File: src/rtl/twiddle_mult_stage.sv
// Complex twiddle multiplier between MDC stages of the 32-point FFT: indices 0..7 bypass, 8..15 multiply by ROM[cnt[2:0]].
// Optional macro TWIDDLE_SAT_EN: clamp the rounded result and add an ovf_flag output; otherwise the result wraps.
module twiddle_mult_stage #(
  parameter int DATA_W = 16,
  parameter int TW_W   = 9
) (
  input  logic              clk,
  input  logic              rst_n,
  input  logic              sync,
  input  logic              in_valid,
  input  logic [DATA_W-1:0] in_re,
  input  logic [DATA_W-1:0] in_im,
  output logic [2:0]        rom_addr,
  input  logic [TW_W-1:0]   w_r,
  input  logic [TW_W-1:0]   w_i,
  output logic              out_valid,
  output logic [DATA_W-1:0] out_re,
  output logic [DATA_W-1:0] out_im
`ifdef TWIDDLE_SAT_EN
  ,
  output logic              ovf_flag
`endif
);

  localparam int PROD_W = DATA_W + TW_W;
  localparam int SUM_W  = PROD_W + 1;
  localparam int SHIFT  = TW_W - 2;
  localparam logic signed [SUM_W-1:0] ROUND = SUM_W'(1 << (SHIFT - 1));

  logic [3:0] frame_cnt;
  logic [3:0] idx;

  // sync forces the current sample to index 0 regardless of the counter
  assign idx      = sync ? 4'd0 : frame_cnt;
  assign rom_addr = frame_cnt[2:0];

  always_ff @(posedge clk or negedge rst_n) begin
    if (!rst_n) begin
      frame_cnt <= 4'd0;
    end else if (in_valid) begin
      frame_cnt <= idx + 4'd1;
    end else if (sync) begin
      frame_cnt <= 4'd0;
    end
  end

  // S1: capture sample, twiddle and bypass decision
  logic                     v1, byp1;
  logic signed [DATA_W-1:0] re1, im1;
  logic signed [TW_W-1:0]   wr1, wi1;

  always_ff @(posedge clk or negedge rst_n) begin
    if (!rst_n) begin
      v1   <= 1'b0;
      byp1 <= 1'b0;
      re1  <= '0;
      im1  <= '0;
      wr1  <= '0;
      wi1  <= '0;
    end else begin
      v1 <= in_valid;
      if (in_valid) begin
        byp1 <= ~idx[3];
        re1  <= in_re;
        im1  <= in_im;
        wr1  <= w_r;
        wi1  <= w_i;
      end
    end
  end

  // S2: partial products plus the delayed bypass data
  logic                     v2, byp2;
  logic signed [DATA_W-1:0] re2, im2;
  logic signed [PROD_W-1:0] p_rr, p_ii, p_ri, p_ir;

  always_ff @(posedge clk or negedge rst_n) begin
    if (!rst_n) begin
      v2   <= 1'b0;
      byp2 <= 1'b0;
      re2  <= '0;
      im2  <= '0;
      p_rr <= '0;
      p_ii <= '0;
      p_ri <= '0;
      p_ir <= '0;
    end else begin
      v2 <= v1;
      if (v1) begin
        byp2 <= byp1;
        re2  <= re1;
        im2  <= im1;
        p_rr <= PROD_W'(re1) * PROD_W'(wr1);
        p_ii <= PROD_W'(im1) * PROD_W'(wi1);
        p_ri <= PROD_W'(re1) * PROD_W'(wi1);
        p_ir <= PROD_W'(im1) * PROD_W'(wr1);
      end
    end
  end

  // S3: combine, round half up, range-fix
  logic signed [SUM_W-1:0] sum_re, sum_im;
  logic signed [SUM_W-1:0] rnd_re, rnd_im;
  logic [DATA_W-1:0]       fix_re, fix_im;
  logic                    ovf_re, ovf_im;

  assign sum_re = SUM_W'(p_rr) - SUM_W'(p_ii);
  assign sum_im = SUM_W'(p_ri) + SUM_W'(p_ir);
  assign rnd_re = (sum_re + ROUND) >>> SHIFT;
  assign rnd_im = (sum_im + ROUND) >>> SHIFT;

  // Value fits DATA_W when all bits from the DATA_W sign bit upward agree
  assign ovf_re = (rnd_re[SUM_W-1:DATA_W-1] != '0) && (rnd_re[SUM_W-1:DATA_W-1] != '1);
  assign ovf_im = (rnd_im[SUM_W-1:DATA_W-1] != '0) && (rnd_im[SUM_W-1:DATA_W-1] != '1);

`ifdef TWIDDLE_SAT_EN
  localparam logic [DATA_W-1:0] MAX_V = {1'b0, {(DATA_W-1){1'b1}}};
  localparam logic [DATA_W-1:0] MIN_V = {1'b1, {(DATA_W-1){1'b0}}};

  always_comb begin
    fix_re = rnd_re[DATA_W-1:0];
    fix_im = rnd_im[DATA_W-1:0];
    if (ovf_re) fix_re = rnd_re[SUM_W-1] ? MIN_V : MAX_V;
    if (ovf_im) fix_im = rnd_im[SUM_W-1] ? MIN_V : MAX_V;
  end

  always_ff @(posedge clk or negedge rst_n) begin
    if (!rst_n) begin
      ovf_flag <= 1'b0;
    end else begin
      ovf_flag <= v2 & ~byp2 & (ovf_re | ovf_im);
    end
  end
`else
  logic unused_ovf;

  assign fix_re     = rnd_re[DATA_W-1:0];
  assign fix_im     = rnd_im[DATA_W-1:0];
  assign unused_ovf = ovf_re ^ ovf_im;
`endif

  always_ff @(posedge clk or negedge rst_n) begin
    if (!rst_n) begin
      out_valid <= 1'b0;
      out_re    <= '0;
      out_im    <= '0;
    end else begin
      out_valid <= v2;
      if (v2) begin
        out_re <= byp2 ? re2 : fix_re;
        out_im <= byp2 ? im2 : fix_im;
      end
    end
  end

endmodule

File: config.mk
export PLATFORM = sky130hd
export DESIGN_NAME = twiddle_mult_stage
export DESIGN_NICKNAME = d
export VERILOG_FILES = /design/src/rtl/twiddle_mult_stage.sv
export SDC_FILE = /design/constraint.sdc
export NUM_CORES = 2
export LEC_CHECK = 0
export CORE_ASPECT_RATIO = 0.9
export CORE_MARGIN = 2
export CORE_UTILIZATION = 40
export CTS_CLUSTER_DIAMETER = 120
export DETAILED_ROUTE_END_ITERATION = 8
export DONT_BUFFER_PORTS = 1
export GPL_TIMING_DRIVEN = 0
export SYNTH_ARGS = -nofsm -noshare
export SYNTH_HDL_FRONTEND = slang
export SYNTH_SLANG_ARGS = --single-unit
File: constraint.sdc
create_clock -name clk -period 5.91 [get_ports clk]
set_input_delay 0 -clock clk [delete_from_list [all_inputs] [get_ports clk]]
set_output_delay 0 -clock clk [all_outputs]
set_load 0.005 [all_outputs]
# Word-level counts from Yosys, hierarchy flattened
# Cells that the tools add are included.
# op_classes
n_bitwise,1
muxes,4
n_mul,4
add_sub_neg,5
# ops
operator,n
$mul 16x9->23,4
$add 23x8->23 const B,2
$mux 16,2
$add 23x23->23,1
$sub 23x23->23,1
$mux 4,2
$add 4x1->4 const B,1
$not 1->1,1
# word_totals
in_bits,54
wordCells,32
register_bits,215
output_inout_bits,36

# Logic depth before layout (Yosys ltp)
# logic_depth
depth_word,3
mapped_depth,21
mapped_depth_nobuf,20

# Worst setup path before layout
# No wires, ideal clock.
# synth_path
kind,flip-flop to flip-flop
start,register wi1[0]
end,register p_ri[22]
path_stages_with_launch,21
path_slack_ns,0.554
arrival_time_ns,5.232
synth_period_minus_slack_ns,5.356
path_cell_list,dfrtp_1 clkbuf_1 nand2_1 fa_1 inv_1 fa_1 inv_1 fa_1 inv_1 fa_1 fa_1 ha_1 o21ai_0 o21bai_1 a21oi_2 o31ai_1 a41oi_1 a211oi_1 a21oi_1 xnor2_1 mux2_2
# synth_via
elab_chain_cells,1
# synth_rtl
element,line,rtl
from (decl),50,"logic signed [TW_W-1:0] wr1, wi1;"
from (signal assigned),67,wi1 <= w_i;
$mul 16x9->23,95,p_ri <= PROD_W'(re1) * PROD_W'(wi1);
to (signal assigned),95,
to (decl),75,"logic signed [PROD_W-1:0] p_rr, p_ii, p_ri, p_ir;"
# No other way between the ends.
# A chain may end at the register's enable or synchronous reset.

# Worst setup path after layout
# layout_path
start,register wr1[8]
end,register p_rr[20]
# layout_via
elab_chain_cells,1
# layout_rtl
element,line,rtl
from (decl),50,
from (signal assigned),66,wr1 <= w_r;
$mul 16x9->23,93,p_rr <= PROD_W'(re1) * PROD_W'(wr1);
to (signal assigned),93,
to (decl),75,
# No other way between the ends.

==> metrics.txt <==
Synth cell types 60; Final ANT Viol Nets 0; Post-Route Setup TNS 0 ps; Post-synth top cells fa_1 (448), inv_1 (385), nand2_1 (299); max_slew headroom 10.1%; wire per inst 22.9 microns; Yosys reg bits 215; sequential fraction of the synthesis area 18.9%; Overflow after GRT 0; # IOs 90; largest net degree at the start of global routing 216; Die H 257 microns; Req. time, crit path 6380 ps; Worst EP arrival 6300 ps; # H-tree levels 1; GP Congestion 0.905; CTS Sinks 215; number of global-route vias before repair 21800; post-layout min period 5830 ps; count leader, synth fa_1; synth top area cells fa_1 (32%), dfrtp_1 (19%), ha_1 (12%), and2_1 (6.0%), mux2_2 (5.3%); worst path cell trace clkbuf_8, clkbuf_4, nor2b_1, fa_1, fa_1, fa_1, fa_1, ha_1, ha_1, a2111oi_2, o21ai_1, a31oi_2, o21a_1, nand2b_1, a21oi_1, xnor2_1, mux2_2; post-synth top area share 31.5%; Final Cell Area 31900 sq um; RSZ-0062 raised after global routing true; drt pass-1 iters 5; Clock Tree Root clkbuf_16; layout cells sized above 1 12.1%; Fillers 6774; type of the most critical hold path input pin to flop; Clock Skews 19.6 ps; max-slew violations 0; leading area contributor after synthesis fa_1; Final Hold Fails 0; ys flop type dfrtp_1; vias per cell 5.27; period utilisation layout 98.6%; Bufs on Longest Clock Path 3; Fmax 172 MHz; startpoint class of the critical path flop; Vias 20600; Cells after Synth 2854; WS Path Type flop to flop; syn nets 3627; Worst path most repeated cell fa_1; Crit-path slowest cell fa_1; DR iter-0 viols 1668; crit path max fanout 10; initial antenna violation count 5; Max-Cap Viols 0; Die W 285 microns; synth warn 0; Max stage delay on crit path 520 ps; Mean Syn Cell Area 9.97 sq um; Layout Nets 3728; Netlist Area Pre-Place 28500 sq um; Clock Pin Slew Worst Setup and Hold Paths 70 ps; Synth async-reset ratio 100%; CTS tree yes; Num CTS Buffers 28; EDFF count, synth 0; IO Port Bufs 0; first-pass GRT wire length 138 mm; die footprint 73300 sq um; # DRC 0; Synth-to-Final Area Change 12.0%; outcome complete, no violations; worst slew pin tran 1350 ps; Cell Area, Placed 29600 sq um; drt total wl 89.7 mm; Core Region 70200 sq um; GRT Overall Usage 25.4%; setup violators final 0; clk_lat worst skew 590 ps; hpwl dp 68.6 mm; Initial Util 40.5%; row count 92; Critical Path End Type flop
path summary, 6_finish.rpt:
check	from	endpoint	slack [ps]	cells after the start
max	wr1[8]	p_rr[20]	80	17
min	w_i[6]	wi1[6]	80	2
max reg2reg	wr1[8]	p_rr[20]	80	17
min reg2reg	v2	out_valid	380	0
max in group asynchronous	rst_n	wr1[8]	4510	2
min in group asynchronous	rst_n	im1[0]	140	2
registers in the layout, summed over array words and instances (netlist names), 9 cells and up:
name    count
re2        16
out_im     16
re1        16
im2        16
p_ii       23
wr1         9
out_re     16
p_ri       23
wi1         9
p_ir       23
im1        16
p_rr       23
layout by cell type, fill, tap and decap left out, types with 6 or more instances in the layout:
master         instances
fa_1                 447
inv_1                385
nand2_1              299
and2_1               275
ha_1                 271
dfrtp_1              199
mux2_2               134
nor2_1                96
xnor2_1               88
a21oi_1               85
nor2b_1               64
dlygate4sd3_1         54
o21ai_0               52
clkbuf_2              51
clkbuf_1              48
buf_4                 34
xor2_1                31
a21o_1                30
clkbuf_16             29
nand2b_1              22
nor3_1                18
nand3_1               18
clkbuf_4              15
a31oi_1               14
dfrtp_2               14
mux2i_1               13
and3_1                12
o21a_1                12
buf_6                  9
o21bai_1               9
buf_2                  8
o22ai_1                7
a211oi_1               7
bufinv_16              7
nand4_1                6
o211ai_1               6
worst max-delay path: cells and delay by family (launching register included):
family | cells | cell delay [ps]
AOI/OAI and AO/OA | 5 | 1320
xor gates and xnor gates | 1 | 210
adders and majority gates | 6 | 2580
buffers and inverters | 2 | 470
DFF | 1 | 500
muxes | 1 | 320
and+or+nand+nor | 2 | 300
per-layer routing:
metal	up-vias	GRT usage (%)	routed length, microns
li1	9201	-	-
met1	10600	35.1	39400
met2	716	39.2	38800
met3	173	4.63	6400
met4	4	10.3	5050
met5	-	0	26
logic make-up (layout without fill, tap and decap cells):
kind of cell / count (synthesis) / count (layout) / share of synthesized area, %
flops: 215 / 215 / 18.9
mux: 147 / 147 / 5.76
xor+xnor: 122 / 122 / 3.76
buf+inv: 543 / 664 / 7.20
compound gates: 278 / 278 / 6.26
simple gates: 830 / 830 / 14.7
fa+ha+maj: 719 / 719 / 43.4
other cells: 0 / 2 / 0
per-stage QoR:
| stage | hold WS [ps] | setup slack [ps] | util [%] | cells |
|---|---|---|---|---|
| 3_5_place_dp | -281 | -1120 | 42.2 | 3794 |
| 5_1_grt | 81.4 | -21.8 | 45.4 | 3915 |
| 4_1_cts | 57.5 | 1.06 | 44.8 | 3896 |
| 3_3_place_gp | -283 | -1180 | 42.2 | 3794 |
| 6_report | 80.9 | 83.2 | 45.4 | 3917 |
| 2_1_floorplan | -296 | 554 | - | 2854 |
layout make-up:
cell class | count | area [sq um] | area share (%)
antenna | 2 | 5.00 | 0.0157
buffer | 154 | 903 | 2.83
clock buffer | 33 | 771 | 2.42
clock inverter | 17 | 283 | 0.887
inverter | 385 | 1450 | 4.53
multi-input combinational | 2096 | 21200 | 66.4
sequential | 215 | 5410 | 17.0
tap | 940 | 1180 | 3.69
timing repair buffer | 75 | 718 | 2.25
timing repair:
item / CTS / global route
endpoints found under the setup margin: 37 / 22
cloned: 0 / 0
hold buffers: 55 / 0
pin swaps: 1 / 11
buffers inserted: 0 / 20
endpoints found under the hold margin: 271 / 0
resized for setup: 105 / 198
Power is not shown: default switching activity piles up to over one toggle a cycle in this logic, so the estimate is an artifact.
